[config.mk]
export PLATFORM = sky130hd
export DESIGN_NAME = car_mix_acc
export DESIGN_NICKNAME = d
export VERILOG_FILES = /design/src/rtl/car_mix_acc_pkg.sv /design/src/rtl/car_mix_acc_mac.sv /design/src/rtl/car_mix_acc.sv
export SDC_FILE = /design/constraint.sdc
export NUM_CORES = 1
export LEC_CHECK = 0
export BUFFER_PORTS_ARGS = -buffer_cell sky130_fd_sc_hd__buf_2
export CAP_MARGIN = 0
export CORE_MARGIN = 1
export CORE_UTILIZATION = 60
export DETAILED_ROUTE_END_ITERATION = 8
export HOLD_SLACK_MARGIN = 0.12
export PLACE_DENSITY = 0.79
export REMOVE_ABC_BUFFERS = 1
export SLEW_MARGIN = 15
export SYNTH_ARGS = -nofsm -noshare
export SYNTH_HDL_FRONTEND = slang
export SYNTH_SLANG_ARGS = --single-unit
[constraint.sdc]
create_clock -name rx_clk -period 15.15 [get_ports rx_clk]
set_clock_uncertainty 0.05 [all_clocks]
set_input_delay 3.03 -clock rx_clk [delete_from_list [all_inputs] [get_ports rx_clk]]
set_output_delay 3.03 -clock rx_clk [all_outputs]
set_load 0.01 [all_outputs]
[src/rtl/car_mix_acc_pkg.sv]
// -----------------------------------------------------------------------------
// car_mix_acc_pkg
// Shared definitions for the carrier mixer / integrate-and-dump path: default
// datapath widths (also used by the carrier NCO and loop filter blocks) and
// the run/idle state encoding of the integrator control.
// -----------------------------------------------------------------------------
package car_mix_acc_pkg;

  localparam int CMA_IF_WIDTH  = 8;   // signed IF sample width
  localparam int CMA_CAR_WIDTH = 8;   // signed carrier cos/sin width
  localparam int CMA_CNT_WIDTH = 16;  // dump-length counter width
  localparam int CMA_SUM_WIDTH = 32;  // accumulator / result width

  typedef enum logic {
    ST_IDLE = 1'b0,
    ST_RUN  = 1'b1
  } acc_state_t;

endpackage

[src/rtl/car_mix_acc_mac.sv]
// -----------------------------------------------------------------------------
// car_mix_mac
// One signed multiply-accumulate lane of the carrier mixer.
//   stage 1 : prod_p1 = data * coef (optionally negated), full precision
//   stage 2 : acc_p2 += sign-extended prod_p1; on the last product of a
//             period the final sum is presented on sum_p2 with vld_p2 and the
//             accumulator restarts from zero.
// Ports:
//   rx_clk, rx_rst      clock, asynchronous active-high reset
//   clr                 discard all partial work (no dump produced)
//   vld_p0, last_p0     sample qualifier / last sample of the period
//   data_p0, coef_p0    signed IF sample and carrier value
//   sum_p2, vld_p2      dumped period sum and its one-cycle strobe
// Build option: CAR_MIX_ACC_SAT_EN -- saturate the accumulator instead of
// wrapping; once clipped the lane holds the rail until the period's dump.
// -----------------------------------------------------------------------------
module car_mix_mac
  import car_mix_acc_pkg::*;
#(
  parameter int DATA_W = CMA_IF_WIDTH,
  parameter int COEF_W = CMA_CAR_WIDTH,
  parameter int SUM_W  = CMA_SUM_WIDTH,
  parameter bit NEGATE = 1'b0
) (
  input  logic                     rx_clk,
  input  logic                     rx_rst,
  input  logic                     clr,
  input  logic                     vld_p0,
  input  logic                     last_p0,
  input  logic signed [DATA_W-1:0] data_p0,
  input  logic signed [COEF_W-1:0] coef_p0,
  output logic signed [SUM_W-1:0]  sum_p2,
  output logic                     vld_p2
);

  localparam int PROD_W = DATA_W + COEF_W;

  logic signed [PROD_W-1:0] data_x_p0;
  logic signed [PROD_W-1:0] coef_x_p0;
  logic signed [PROD_W-1:0] prod_p0;
  logic signed [PROD_W-1:0] prod_p1;
  logic                     vld_p1;
  logic                     last_p1;
  logic signed [SUM_W-1:0]  acc_p2;
  logic signed [SUM_W-1:0]  acc_next;

  // The true product always fits PROD_W bits, and so does its negation
  // because the most negative product cannot be reached by a signed pair.
  assign data_x_p0 = PROD_W'(data_p0);
  assign coef_x_p0 = PROD_W'(coef_p0);
  assign prod_p0   = NEGATE ? -(data_x_p0 * coef_x_p0) : (data_x_p0 * coef_x_p0);

`ifdef CAR_MIX_ACC_SAT_EN
  logic signed [SUM_W:0] sum_ext_p1;
  logic                  hit_p1;
  logic                  sat_p2;

  function automatic logic signed [SUM_W-1:0] sat_limit(input logic neg);
    sat_limit = neg ? {1'b1, {(SUM_W-1){1'b0}}} : {1'b0, {(SUM_W-1){1'b1}}};
  endfunction

  always_comb begin
    sum_ext_p1 = {acc_p2[SUM_W-1], acc_p2} + (SUM_W+1)'(prod_p1);
    hit_p1     = sum_ext_p1[SUM_W] ^ sum_ext_p1[SUM_W-1];
    if (sat_p2) begin
      acc_next = acc_p2;
    end else if (hit_p1) begin
      acc_next = sat_limit(sum_ext_p1[SUM_W]);
    end else begin
      acc_next = sum_ext_p1[SUM_W-1:0];
    end
  end

  // Remember that the lane clipped so later products cannot pull it off the rail.
  always_ff @(posedge rx_clk or posedge rx_rst) begin
    if (rx_rst) begin
      sat_p2 <= 1'b0;
    end else if (clr) begin
      sat_p2 <= 1'b0;
    end else if (vld_p1) begin
      sat_p2 <= last_p1 ? 1'b0 : (sat_p2 | hit_p1);
    end
  end
`else
  assign acc_next = acc_p2 + SUM_W'(prod_p1);
`endif

  // ---- stage 1: product register ----
  always_ff @(posedge rx_clk or posedge rx_rst) begin
    if (rx_rst) begin
      prod_p1 <= '0;
      vld_p1  <= 1'b0;
      last_p1 <= 1'b0;
    end else if (clr) begin
      prod_p1 <= '0;
      vld_p1  <= 1'b0;
      last_p1 <= 1'b0;
    end else begin
      vld_p1  <= vld_p0;
      last_p1 <= vld_p0 & last_p0;
      if (vld_p0) begin
        prod_p1 <= prod_p0;
      end
    end
  end

  // ---- stage 2: accumulate / dump ----
  always_ff @(posedge rx_clk or posedge rx_rst) begin
    if (rx_rst) begin
      acc_p2 <= '0;
      sum_p2 <= '0;
      vld_p2 <= 1'b0;
    end else if (clr) begin
      acc_p2 <= '0;
      vld_p2 <= 1'b0;
    end else begin
      vld_p2 <= vld_p1 & last_p1;
      if (vld_p1) begin
        if (last_p1) begin
          sum_p2 <= acc_next;
          acc_p2 <= '0;
        end else begin
          acc_p2 <= acc_next;
        end
      end
    end
  end

endmodule

[src/rtl/car_mix_acc.sv]
// -----------------------------------------------------------------------------
// car_mix_acc
// Carrier wipe-off and integrate-and-dump. Each valid IF sample is mixed with
// the local carrier (I = if*cos, Q = -(if*sin)) and summed over rx_dump_len
// samples; the period sums are presented with a valid/ready handshake.
// Ports:
//   rx_clk, rx_rst            clock, asynchronous active-high reset
//   rx_en                     1 = integrate, 0 = idle and discard partial sums
//   rx_dump_len               samples per period (0 behaves as 1)
//   rx_if_data, rx_if_valid   signed IF sample and its qualifier
//   rx_car_cos, rx_car_sin    signed carrier aligned with rx_if_data
//   tx_acc_i, tx_acc_q        dumped I/Q sums
//   tx_acc_valid, rx_acc_ready result handshake
//   tx_ovf                    sticky: a result was overwritten unread
// Build option: CAR_MIX_ACC_SAT_EN -- accumulators saturate instead of wrap.
// Timing: tx_acc_valid rises two edges after the edge capturing the last
// sample of a period (product, accumulate, output register).
// -----------------------------------------------------------------------------
module car_mix_acc
  import car_mix_acc_pkg::*;
#(
  parameter int IF_WIDTH  = CMA_IF_WIDTH,
  parameter int CAR_WIDTH = CMA_CAR_WIDTH,
  parameter int CNT_WIDTH = CMA_CNT_WIDTH,
  parameter int SUM_WIDTH = CMA_SUM_WIDTH
) (
  input  logic                        rx_clk,
  input  logic                        rx_rst,
  input  logic                        rx_en,
  input  logic        [CNT_WIDTH-1:0] rx_dump_len,
  input  logic signed [IF_WIDTH-1:0]  rx_if_data,
  input  logic                        rx_if_valid,
  input  logic signed [CAR_WIDTH-1:0] rx_car_cos,
  input  logic signed [CAR_WIDTH-1:0] rx_car_sin,
  input  logic                        rx_acc_ready,
  output logic signed [SUM_WIDTH-1:0] tx_acc_i,
  output logic signed [SUM_WIDTH-1:0] tx_acc_q,
  output logic                        tx_acc_valid,
  output logic                        tx_ovf
);

  if (SUM_WIDTH < IF_WIDTH + CAR_WIDTH) begin : g_width_chk
    $error("car_mix_acc: SUM_WIDTH must be at least IF_WIDTH+CAR_WIDTH");
  end

  acc_state_t                 state_q;
  acc_state_t                 state_d;
  logic       [CNT_WIDTH-1:0] cnt_q;
  logic       [CNT_WIDTH-1:0] len_q;
  logic                       clr;
  logic                       vld_p0;
  logic                       last_p0;
  logic signed [SUM_WIDTH-1:0] sum_i_p2;
  logic signed [SUM_WIDTH-1:0] sum_q_p2;
  logic                       vld_i_p2;
  logic                       vld_q_p2;
  logic                       dump_p2;

  function automatic logic [CNT_WIDTH-1:0] eff_len(input logic [CNT_WIDTH-1:0] len);
    eff_len = (len == '0) ? CNT_WIDTH'(1) : len;
  endfunction

  always_comb begin
    state_d = state_q;
    case (state_q)
      ST_IDLE: if (rx_en)  state_d = ST_RUN;
      ST_RUN:  if (!rx_en) state_d = ST_IDLE;
      default: state_d = ST_IDLE;
    endcase
  end

  // Leaving RUN (rx_en low) flushes counter, products and accumulators.
  assign clr     = ~rx_en;
  assign vld_p0  = (state_q == ST_RUN) & rx_en & rx_if_valid;
  // cnt_q counts 0..len-1, so len = 2^CNT_WIDTH-1 never wraps mid-period.
  assign last_p0 = vld_p0 & (cnt_q == len_q - CNT_WIDTH'(1));

  always_ff @(posedge rx_clk or posedge rx_rst) begin
    if (rx_rst) begin
      state_q <= ST_IDLE;
      cnt_q   <= '0;
      len_q   <= CNT_WIDTH'(1);
    end else begin
      state_q <= state_d;
      if (!rx_en) begin
        cnt_q <= '0;
      end else if (vld_p0) begin
        cnt_q <= last_p0 ? '0 : cnt_q + CNT_WIDTH'(1);
      end
      // Period length is sampled at RUN entry and at each period boundary.
      if (((state_q == ST_IDLE) && rx_en) || last_p0) begin
        len_q <= eff_len(rx_dump_len);
      end
    end
  end

  car_mix_mac #(
    .DATA_W (IF_WIDTH),
    .COEF_W (CAR_WIDTH),
    .SUM_W  (SUM_WIDTH),
    .NEGATE (1'b0)
  ) u_mac_i (
    .rx_clk  (rx_clk),
    .rx_rst  (rx_rst),
    .clr     (clr),
    .vld_p0  (vld_p0),
    .last_p0 (last_p0),
    .data_p0 (rx_if_data),
    .coef_p0 (rx_car_cos),
    .sum_p2  (sum_i_p2),
    .vld_p2  (vld_i_p2)
  );

  car_mix_mac #(
    .DATA_W (IF_WIDTH),
    .COEF_W (CAR_WIDTH),
    .SUM_W  (SUM_WIDTH),
    .NEGATE (1'b1)
  ) u_mac_q (
    .rx_clk  (rx_clk),
    .rx_rst  (rx_rst),
    .clr     (clr),
    .vld_p0  (vld_p0),
    .last_p0 (last_p0),
    .data_p0 (rx_if_data),
    .coef_p0 (rx_car_sin),
    .sum_p2  (sum_q_p2),
    .vld_p2  (vld_q_p2)
  );

  assign dump_p2 = vld_i_p2 & vld_q_p2;

  // ---- stage 3: result register and handshake ----
  always_ff @(posedge rx_clk or posedge rx_rst) begin
    if (rx_rst) begin
      tx_acc_i     <= '0;
      tx_acc_q     <= '0;
      tx_acc_valid <= 1'b0;
      tx_ovf       <= 1'b0;
    end else if (dump_p2) begin
      tx_acc_i     <= sum_i_p2;
      tx_acc_q     <= sum_q_p2;
      tx_acc_valid <= 1'b1;
      // Overwriting an unread result is sticky; a same-edge accept is not a loss.
      if (tx_acc_valid && !rx_acc_ready) begin
        tx_ovf <= 1'b1;
      end
    end else if (tx_acc_valid && rx_acc_ready) begin
      tx_acc_valid <= 1'b0;
    end
  end

endmodule

==> metrics.csv <==
metric,value,unit
clk_pin_slew,60,ps
synth.most_common_cell,dfrtp_1,
synthFlopType,dfrtp_1,
synthDominantCellAreaShare,0.3534,
seq_area_frac_synth,0.3548,
die_w,177.5,microns
gp_congestion,0.9025,
grt_pass1_vias,13810,
hpwl,27580,microns
critPathMaxStageDelay,570,ps
drt_wl_total,37930,microns
start_util,0.6170,
fin_crit_sh,0.4671,
finalMaxSlewViolations,0,
outcome,finished clean,
cts_hold_buf,0,
clk_latency,550,ps
start_kind,input pin,
met1_usage,0.3589,
postSynthCellCount,1887,
p_leak,10.19,nW
crit_slowest_cell,fa_1,
power.density,127.3,nW/um^2
rows,63,
crit_family,adder cells,
portBuffers,110,
min_path_type,flip-flop to flip-flop,
drt_iter0_drc,795,
setup_viol,0,
num_antenna_cells,0,
worst_slew_pin_slew,985.8,ps
grt_setup_unrepaired,no,
cts_setup_buffers,0,
synthTopCellsByCount,"261 x dfrtp_1, 235 x nand2_1, 166 x inv_1",
clockBufferDepth,3,
ys_ff_latch,262,
cts.sinks,262,
utilization,0.6775,
fmax,0.1413,GHz
cts_made_buffers,28,
wl_per_cell,15.96,microns
cts_resized,0,
avgSynthCellArea,9.795,sq um
syn_area,18480,sq um
ant_nets,0,
fp.dieH,177.5,microns
synthTopCellsByArea,"dfrtp_1 35%, fa_1 11%, ha_1 9.3%",
synth-edff-count,0,
pre_cts_ws,7508,ps
grt_pass1_wl,65920,microns
cp-end-kind,flip-flop,
vias_per_cell,5.731,
async_flop_share,1.000,
ios,111,
cts_max_level,1,
grt_max_degree,126,
grt_overflow_total,0,
crit_type,input pin to flip-flop,
fin_ws,8073,ps
vias,13620,
antenna_found_initial,0,
relSlewSlack,0.3428,
cp_max_fo,16,
area_delta_synth_final,9.795,%
cap_viol_max_count,0,
root_buffer,clkbuf_16,
met2_usage,0.4176,
dr.pass1.iters,5,
yosysTopAreaCell,dfrtp_1,
tritoncts,yes,
cp_data_required_time,15520,ps
critPathBufInv,2,
peakVddDrop,0.09818,mV
post-route-min-period,7077,ps
grt_use_met3,0.02871,
critPathMostFrequentCell,fa_1,
die-area,31510,sq um
hold_violations,0,
crit_chain,buf_2 > and2_1 > fa_1 > inv_1 > fa_1 > fa_1 > fa_1 > ha_1 > ha_1 > and2_1 > a31oi_1 > a211o_1 > o311ai_0 > or3_1 > nand3_1,
layout-drive-gt1-share,0.1324,
critPathArrivalTime,7450,ps
fin_tns_setup,0,ps
top_usage_layer,met2,
fp.coreArea,29950,sq um
nets,2254,
drc_errors,0,
yosys_warnings,0,
ys_types,77,
track_usage,0.2539,
[report_power, final]
group	total [mW]	switching [mW]	internal (mW)
sequential	0.773	0.0366	0.736
clock	0.683	0.283	0.400
combinational	1.13	0.636	0.492
[worst reg2reg max path: stages (launching register included)]
cell and delay, ps:
dfrtp_1 400, inv_1 80, ha_1 270, or4b_1 620, nor3_4 330, mux2i_1 270, mux2i_1 120, a2bb2oi_2 140
nor4_2 260, buf_4 220, a21o_1 530, mux2_1 390
[layout by cell type, fill, tap and decap left out, types with 13 or more instances in the layout]
| cell type | synthesis | layout |
|---|---|---|
| a211oi_1 | 14 | 14 |
| a21o_1 | 40 | 40 |
| a21oi_1 | 84 | 84 |
| a22o_1 | 20 | 20 |
| a31oi_1 | 19 | 19 |
| and2_1 | 83 | 83 |
| and3_1 | 16 | 16 |
| buf_2 | 4 | 110 |
| clkbuf_16 | 0 | 29 |
| dfrtp_1 | 261 | 260 |
| fa_1 | 106 | 106 |
| ha_1 | 138 | 138 |
| inv_1 | 166 | 165 |
| mux2_2 | 68 | 68 |
| nand2_1 | 235 | 235 |
| nand3_1 | 49 | 47 |
| nor2_1 | 46 | 45 |
| nor2b_1 | 22 | 21 |
| nor3_1 | 16 | 16 |
| o21a_1 | 14 | 14 |
| o21ai_0 | 146 | 146 |
| or3_1 | 13 | 13 |
| xnor2_1 | 75 | 75 |
| xor2_1 | 34 | 34 |
[logic make-up after synthesis]
| logic type | synth area share |
|---|---|
| xor+xnor | 0.05287 |
| flops | 0.3548 |
| simple gates | 0.1437 |
| compound gates | 0.1401 |
| mux | 0.05091 |
| fa+ha+maj | 0.2082 |
| buf+inv | 0.04942 |
[path summary, 6_finish.rpt]
| path | cells past startpoint | from | end | slack (ps) |
|---|---|---|---|---|
| min in group asynchronous | 2 | rx_rst | tx_acc_q[30] | 2620 |
| worst max-delay path | 15 | rx_if_data[6] | u_mac_q.prod_p1[15] | 8070 |
| worst min register to register | 1 | tx_ovf | tx_ovf | 410 |
| max in group asynchronous | 3 | rx_rst | u_mac_i.vld_p2 | 10910 |
| worst max register to register | 11 | len_q[1] | len_q[13] | 11340 |
| worst min-delay path | 1 | tx_ovf | tx_ovf | 410 |
[metrics by stage]
stage | total power [mW] | instance area, sq um | instances | hold WS (ps)
after global placement | 1.858 | 19350 | 2325 | 392.6
after CTS | 2.599 | 20290 | 2377 | 411.2
after global routing | 2.794 | 20290 | 2377 | 443.0
after detailed placement | 1.907 | 19350 | 2325 | 397.4
final | 2.584 | 20290 | 2377 | 407.8
after floorplan | 1.663 | 18190 | 1814 | 390.1
[state kept, by name, summed over array words and instances (netlist names), 16 cells and up]
register / cells
u_mac_q.prod_p1: 16
tx_acc_q: 32
tx_acc_i: 32
u_mac_q.sum_p2: 32
u_mac_i.acc_p2: 32
u_mac_i.prod_p1: 16
u_mac_i.sum_p2: 32
u_mac_q.acc_p2: 32
len_q: 16
cnt_q: 16
[metal layers]
| metal | share of wire | vias up |
|---|---|---|
| met5 | 0 | - |
| met4 | 0.019 | 0 |
| met3 | 0.044 | 54 |
| met2 | 0.47 | 295 |
| met1 | 0.47 | 6644 |
| li1 | - | 6630 |
[layout make-up]
class / count / area (sq um)
clock inverters: 15 / 117.6
clock buffers: 37 / 825.8
repair buffers: 121 / 633.1
multi-input cells: 1386 / 11040
flip-flops and latches: 262 / 6559
fillers: 2401 / 9661
inverters: 166 / 630.6
well taps: 390 / 488.0
Power figures use the tool's default switching activity.
